$ cat src/rtl/pipe_seg_skid.sv
// Pipeline segment register with valid/ready handshake and a 2-entry skid buffer.
// Optional duplicated low-slice output register is enabled by defining PIPE_SEG_DUP_EN.
module pipe_seg_skid #(
  parameter int DW   = 32,
  parameter int EXW  = 16,
  parameter int DUPW = 32
) (
  input  logic            clk,
  input  logic            resetn,
  input  logic            refresh,
  input  logic            in_valid,
  output logic            in_ready,
  input  logic [DW-1:0]   in_data,
  input  logic [EXW-1:0]  in_ex,
  output logic            out_valid,
  input  logic            out_ready,
  output logic [DW-1:0]   out_data,
  output logic [EXW-1:0]  out_ex,
  output logic [DUPW-1:0] out_dup,
  output logic [1:0]      occ
);

  // The state encoding is the occupancy count, so occ comes straight off the state flops.
  typedef enum logic [1:0] {
    ST_EMPTY = 2'd0,
    ST_ONE   = 2'd1,
    ST_TWO   = 2'd2
  } state_e;

  state_e           state_q, state_d;
  logic [DW-1:0]    main_data_q, main_data_d;
  logic [EXW-1:0]   main_ex_q, main_ex_d;
  logic [DW-1:0]    skid_data_q, skid_data_d;
  logic [EXW-1:0]   skid_ex_q, skid_ex_d;
  logic             in_fire_s;
  logic             out_fire_s;

  // Handshake signals depend only on state flops, keeping out_ready away from in_ready.
  assign in_ready   = (state_q != ST_TWO);
  assign out_valid  = (state_q != ST_EMPTY);
  assign occ        = state_q;
  assign out_data   = main_data_q;
  assign out_ex     = main_ex_q;
  assign in_fire_s  = in_valid & in_ready;
  assign out_fire_s = out_valid & out_ready;

  // Next-state and datapath selection; refresh overrides any simultaneous transfer.
  always_comb begin
    state_d     = state_q;
    main_data_d = main_data_q;
    main_ex_d   = main_ex_q;
    skid_data_d = skid_data_q;
    skid_ex_d   = skid_ex_q;
    if (refresh) begin
      state_d     = ST_EMPTY;
      main_data_d = {DW{1'b0}};
      main_ex_d   = {EXW{1'b0}};
      skid_data_d = {DW{1'b0}};
      skid_ex_d   = {EXW{1'b0}};
    end else begin
      case (state_q)
        ST_EMPTY: begin
          if (in_fire_s) begin
            state_d     = ST_ONE;
            main_data_d = in_data;
            main_ex_d   = in_ex;
          end else begin
            state_d = ST_EMPTY;
          end
        end
        ST_ONE: begin
          if (in_fire_s && out_fire_s) begin
            state_d     = ST_ONE;
            main_data_d = in_data;
            main_ex_d   = in_ex;
          end else if (in_fire_s) begin
            state_d     = ST_TWO;
            skid_data_d = in_data;
            skid_ex_d   = in_ex;
          end else if (out_fire_s) begin
            // Entry leaves with no replacement: scrub the register.
            state_d     = ST_EMPTY;
            main_data_d = {DW{1'b0}};
            main_ex_d   = {EXW{1'b0}};
          end else begin
            state_d = ST_ONE;
          end
        end
        ST_TWO: begin
          if (out_fire_s) begin
            state_d     = ST_ONE;
            main_data_d = skid_data_q;
            main_ex_d   = skid_ex_q;
            skid_data_d = {DW{1'b0}};
            skid_ex_d   = {EXW{1'b0}};
          end else begin
            state_d = ST_TWO;
          end
        end
        default: begin
          state_d     = ST_EMPTY;
          main_data_d = {DW{1'b0}};
          main_ex_d   = {EXW{1'b0}};
          skid_data_d = {DW{1'b0}};
          skid_ex_d   = {EXW{1'b0}};
        end
      endcase
    end
  end

  // State and storage registers with synchronous active-low reset.
  always_ff @(posedge clk) begin
    if (!resetn) begin
      state_q     <= ST_EMPTY;
      main_data_q <= {DW{1'b0}};
      main_ex_q   <= {EXW{1'b0}};
      skid_data_q <= {DW{1'b0}};
      skid_ex_q   <= {EXW{1'b0}};
    end else begin
      state_q     <= state_d;
      main_data_q <= main_data_d;
      main_ex_q   <= main_ex_d;
      skid_data_q <= skid_data_d;
      skid_ex_q   <= skid_ex_d;
    end
  end

`ifdef PIPE_SEG_DUP_EN
  // Separate copy of the low payload slice so wide consumers do not load the main register.
  (* keep = "true" *) logic [DUPW-1:0] dup_q;
  logic [DUPW-1:0] dup_d;

  // Shares its source with the main data register so both always load together.
  always_comb begin
    dup_d = main_data_d[DUPW-1:0];
  end

  // Duplicate register, cleared by reset like the main register.
  always_ff @(posedge clk) begin
    if (!resetn) begin
      dup_q <= {DUPW{1'b0}};
    end else begin
      dup_q <= dup_d;
    end
  end

  assign out_dup = dup_q;
`else
  assign out_dup = {DUPW{1'b0}};
`endif

endmodule

$ cat config.mk
export PLATFORM = sky130hd
export DESIGN_NAME = pipe_seg_skid
export DESIGN_NICKNAME = d
export VERILOG_FILES = /design/src/rtl/pipe_seg_skid.sv
export SDC_FILE = /design/constraint.sdc
export NUM_CORES = 1
export LEC_CHECK = 0
export BUFFER_PORTS_ARGS = -buffer_cell sky130_fd_sc_hd__buf_2
export CORE_ASPECT_RATIO = 1.1
export CORE_MARGIN = 3
export CORE_UTILIZATION = 48
export DETAILED_ROUTE_END_ITERATION = 10
export PLACE_DENSITY = 0.76
export SLEW_MARGIN = 0
export SYNTH_ARGS = -nofsm -noshare
export SYNTH_HDL_FRONTEND = slang
export SYNTH_SLANG_ARGS = --single-unit
$ cat constraint.sdc
create_clock -name clk -period 1.39 [get_ports clk]
set_input_delay 0.0695 -clock clk [delete_from_list [all_inputs] [get_ports clk]]
set_output_delay 0.0695 -clock clk [all_outputs]
set_load 0.02 [all_outputs]
==> impl_metrics.csv <==
group,metric,value,unit
run_status,outcome,"finished, violations left",
run_status,violations,"negative hold slack, negative setup slack",
global_route,grt_pass1_wl,22500,um
yosys,synth_area,5290,um^2
global_route,antenna_found_initial,0,
min_path,min_from,"in_ex[15]",
placed_design,place.gp.congestion,0.817,
yosys,synth.largest_area_cell,"dfxtp_1",
sta,min_period,1.46,ns
yosys,synth_flop_cell,"dfxtp_1",
power,max-vdd-ir-drop,0.544,mV
power,fin_total_pwr,6.69,mW
drt,routed_wl,14700,um
sta,fin_skew,0.00440,ns
final_layout,final_cell_mix,"103 x buf_2, 96 x dfxtp_1, 78 x nor2_1",
final_layout,syn2layout_area_growth,27.3,%
die,start_util,49.9,%
sta,fmax,687,MHz
drt,first_pass_iters,5,
sta,holdWs,-0.00254,ns
setup_path,critical_path.max_stage_delay,0.43,ns
clocking,insertion_delay,0.34,ns
min_path,hold_path_depth,3,
setup_path,cp_cell_sequence,"buf_6 -> o22a_4 -> buf_16 -> mux2i_1 -> nor2_1",
sta,hold_violations,2,
final_layout,fill_cells,840,
final_layout,final_common_cell,"buf_2",
clocking,htree_levels,3,
die,num_rows,39,
sta,slew_violations,0,
power,cellPowerDensity,995,nW/um^2
yosys,avgSynthCellArea,8.90,um^2
run,cap_violations,0,
setup_path,crit_path_end_kind,"register",
yosys,synth.ff_latch_count,98,
drt,drcViolationCount,0,
final_layout,n_antenna_cell,0,
clocking,cts_tree,"yes",
drt,ant_nets,0,
final_layout,finalNetCount,754,
die,die_h,116,um
clocking,path_clk_slew,0.07,ns
yosys,yosysSeqAreaShare,37.1,%
sta,fin_crit_sh,105,%
sta,rsz0062_at_grt,"true",
sta,setup_slack,-0.0665,ns
die,chipWidth,106,um
die,coreArea,10600,um^2
yosys,yosysWarnings,0,
setup_path,rr_worst_depth,5,
yosys,synthTopCellsByArea,"dfxtp_1 37%, mux2i_1 9.1%, nand3b_1 6.8%, and2_1 5.8%, a221oi_2 5.7%",
drt,dr_total_vias,4820,
placed_design,numPortBuffers,104,
final_layout,multiInputGateArea,3000,um^2
placed_design,dp_hpwl,8650,um
power,leakagePower,2.66,nW
yosys,ys_types,28,
global_route,grtUsageTotal,22.5,%
setup_path,critPathLaunchType,"register",
drt,avgViaCountPerCell,5.68,
yosys,synth.top_cell.area_share,37.1,%
setup_path,path_class,"reg2reg",
clocking,cts_made_buffers,9,
setup_path,worst-path-max-fanout,12,
final_layout,drive_above_1_share,32.4,%
drt,avgRoutedWirePerCell,17.3,um
die,die_area,12300,um^2
sta,setup_viol,38,
setup_path,regToRegSetupSlack,-0.07,ns
setup_path,crit_slowest_cell,"dfxtp_4",
setup_path,arrival,1.69,ns
final_layout,fin_util,63.5,%
yosys,syn_inst,594,
yosys,synth_edf_count,0,
setup_path,r2r_end,"skid_data_q[27]",
yosys,async_flop_share,0,%
final_layout,regArea,1970,um^2
min_path,hp-class,"in2reg",
min_path,whs_endpoint,"out_ex[15]",
setup_path,r2r-start,"occ[1]",
drt,drt_iter0_markers,273,
clocking,cts_root_buffer,"clkbuf_16",
global_route,overflow,0,
clocking,numClockSinks,98,
die,ios,137,
global_route,grt_max_degree,38,
setup_path,critPathRequiredTime,1.62,ns
global_route,first_global_vias,4744,
clocking,clk_path_buf_depth,2,
==> worst max-delay path: cells and delay by family (launching register included) <==
family / cells / cell delay, ns
AO/OA/AOI/OAI: 1 / 0.27
buffers and inverters: 2 / 0.33
flip-flops: 1 / 0.43
multiplexers: 1 / 0.23
AND/OR/NAND/NOR: 1 / 0.08
==> report_power, final <==
group,internal [mW],leakage (nW),switching [mW]
Combinational,0.522,1.72,0.736
Sequential,2.87,0.796,0.0483
Clock,1.44,0.144,1.07
Total,4.84,2.66,1.85
==> state kept, by name (all words and copies together) (netlist names) <==
name,count
out_data,32
skid_data_q,32
out_ex,16
skid_ex_q,16
occ,2
==> repair_timing <==
action                                 CTS  global route
hold buffers                            12             0
cloned                                   4             5
gates resized for setup                 18            23
pin swaps                                0             5
buffers inserted                         7             3
setup endpoints to repair               26            93
endpoints found under the hold margin   12             0
==> worst max path at each step <==
stage	startpoint	endpoint	slack [ns]	depth (start not counted)
3_3_place_gp	occ[1]	out_data[18]	0.03	5
2_1_floorplan	occ[0]	skid_data_q[11]	0.003	7
6_report	occ[1]	skid_data_q[27]	-0.07	5
5_1_grt	occ[0]	skid_data_q[23]	-0.12	5
4_1_cts	occ[1]	out_data[8]	-0.02	5
3_5_place_dp	occ[1]	out_data[14]	-0.03	5
==> kinds of logic (layout without fill, tap and decap cells) <==
family / after synthesis / count (layout) / share of synthesized area, %
DFF: 98 / 98 / 37.1
and+or+nand+nor: 253 / 253 / 26.4
muxes: 48 / 48 / 9.09
other: 1 / 32 / 0.0710
AOI/OAI and AO/OA: 101 / 101 / 16.0
buffers and inverters: 93 / 174 / 11.3
==> through the flow <==
step / TNS (ns) / hold slack [ns] / area (um^2) / worst slack [ns] / instances
after floorplan: 0 / 0.207 / 5420 / 0.00296 / 625
after global placement: 0 / 0.339 / 5810 / 0.0319 / 803
after detailed placement: -0.201 / 0.347 / 5810 / -0.0283 / 803
after CTS: -0.136 / 0.00133 / 6490 / -0.0173 / 842
after global routing: -4.52 / 0.0158 / 6730 / -0.121 / 849
final: -0.664 / -0.00254 / 6730 / -0.0665 / 849
==> cells in the mapped netlist (2+ instances only) <==
library cell	n
nand3b_1	48
dfxtp_1	98
buf_12	3
nor2_2	20
buf_1	3
nor2_1	78
mux2i_1	48
nand2b_1	3
o22a_1	2
buf_6	6
buf_4	36
nand3_1	48
a221oi_1	28
a221oi_2	20
a21oi_1	49
buf_2	16
clkbuf_1	29
and2_1	49
==> routing by layer <==
metal | routed length [um] | GRT usage (%)
met1 | 6150 | 27.4
met4 | 308 | 10.2
met5 | 0 | 0
met2 | 7390 | 40.1
met3 | 817 | 2.90
==> layout make-up <==
type,count,share of cell area [%]
multi-input combinational,434,44.6
sequential,98,29.3
timing repair buffer,158,19.1
clock buffer,13,3.72
tap,143,2.66
clock inverter,3,0.595
Note: power is estimated with default switching activity, not from simulation.
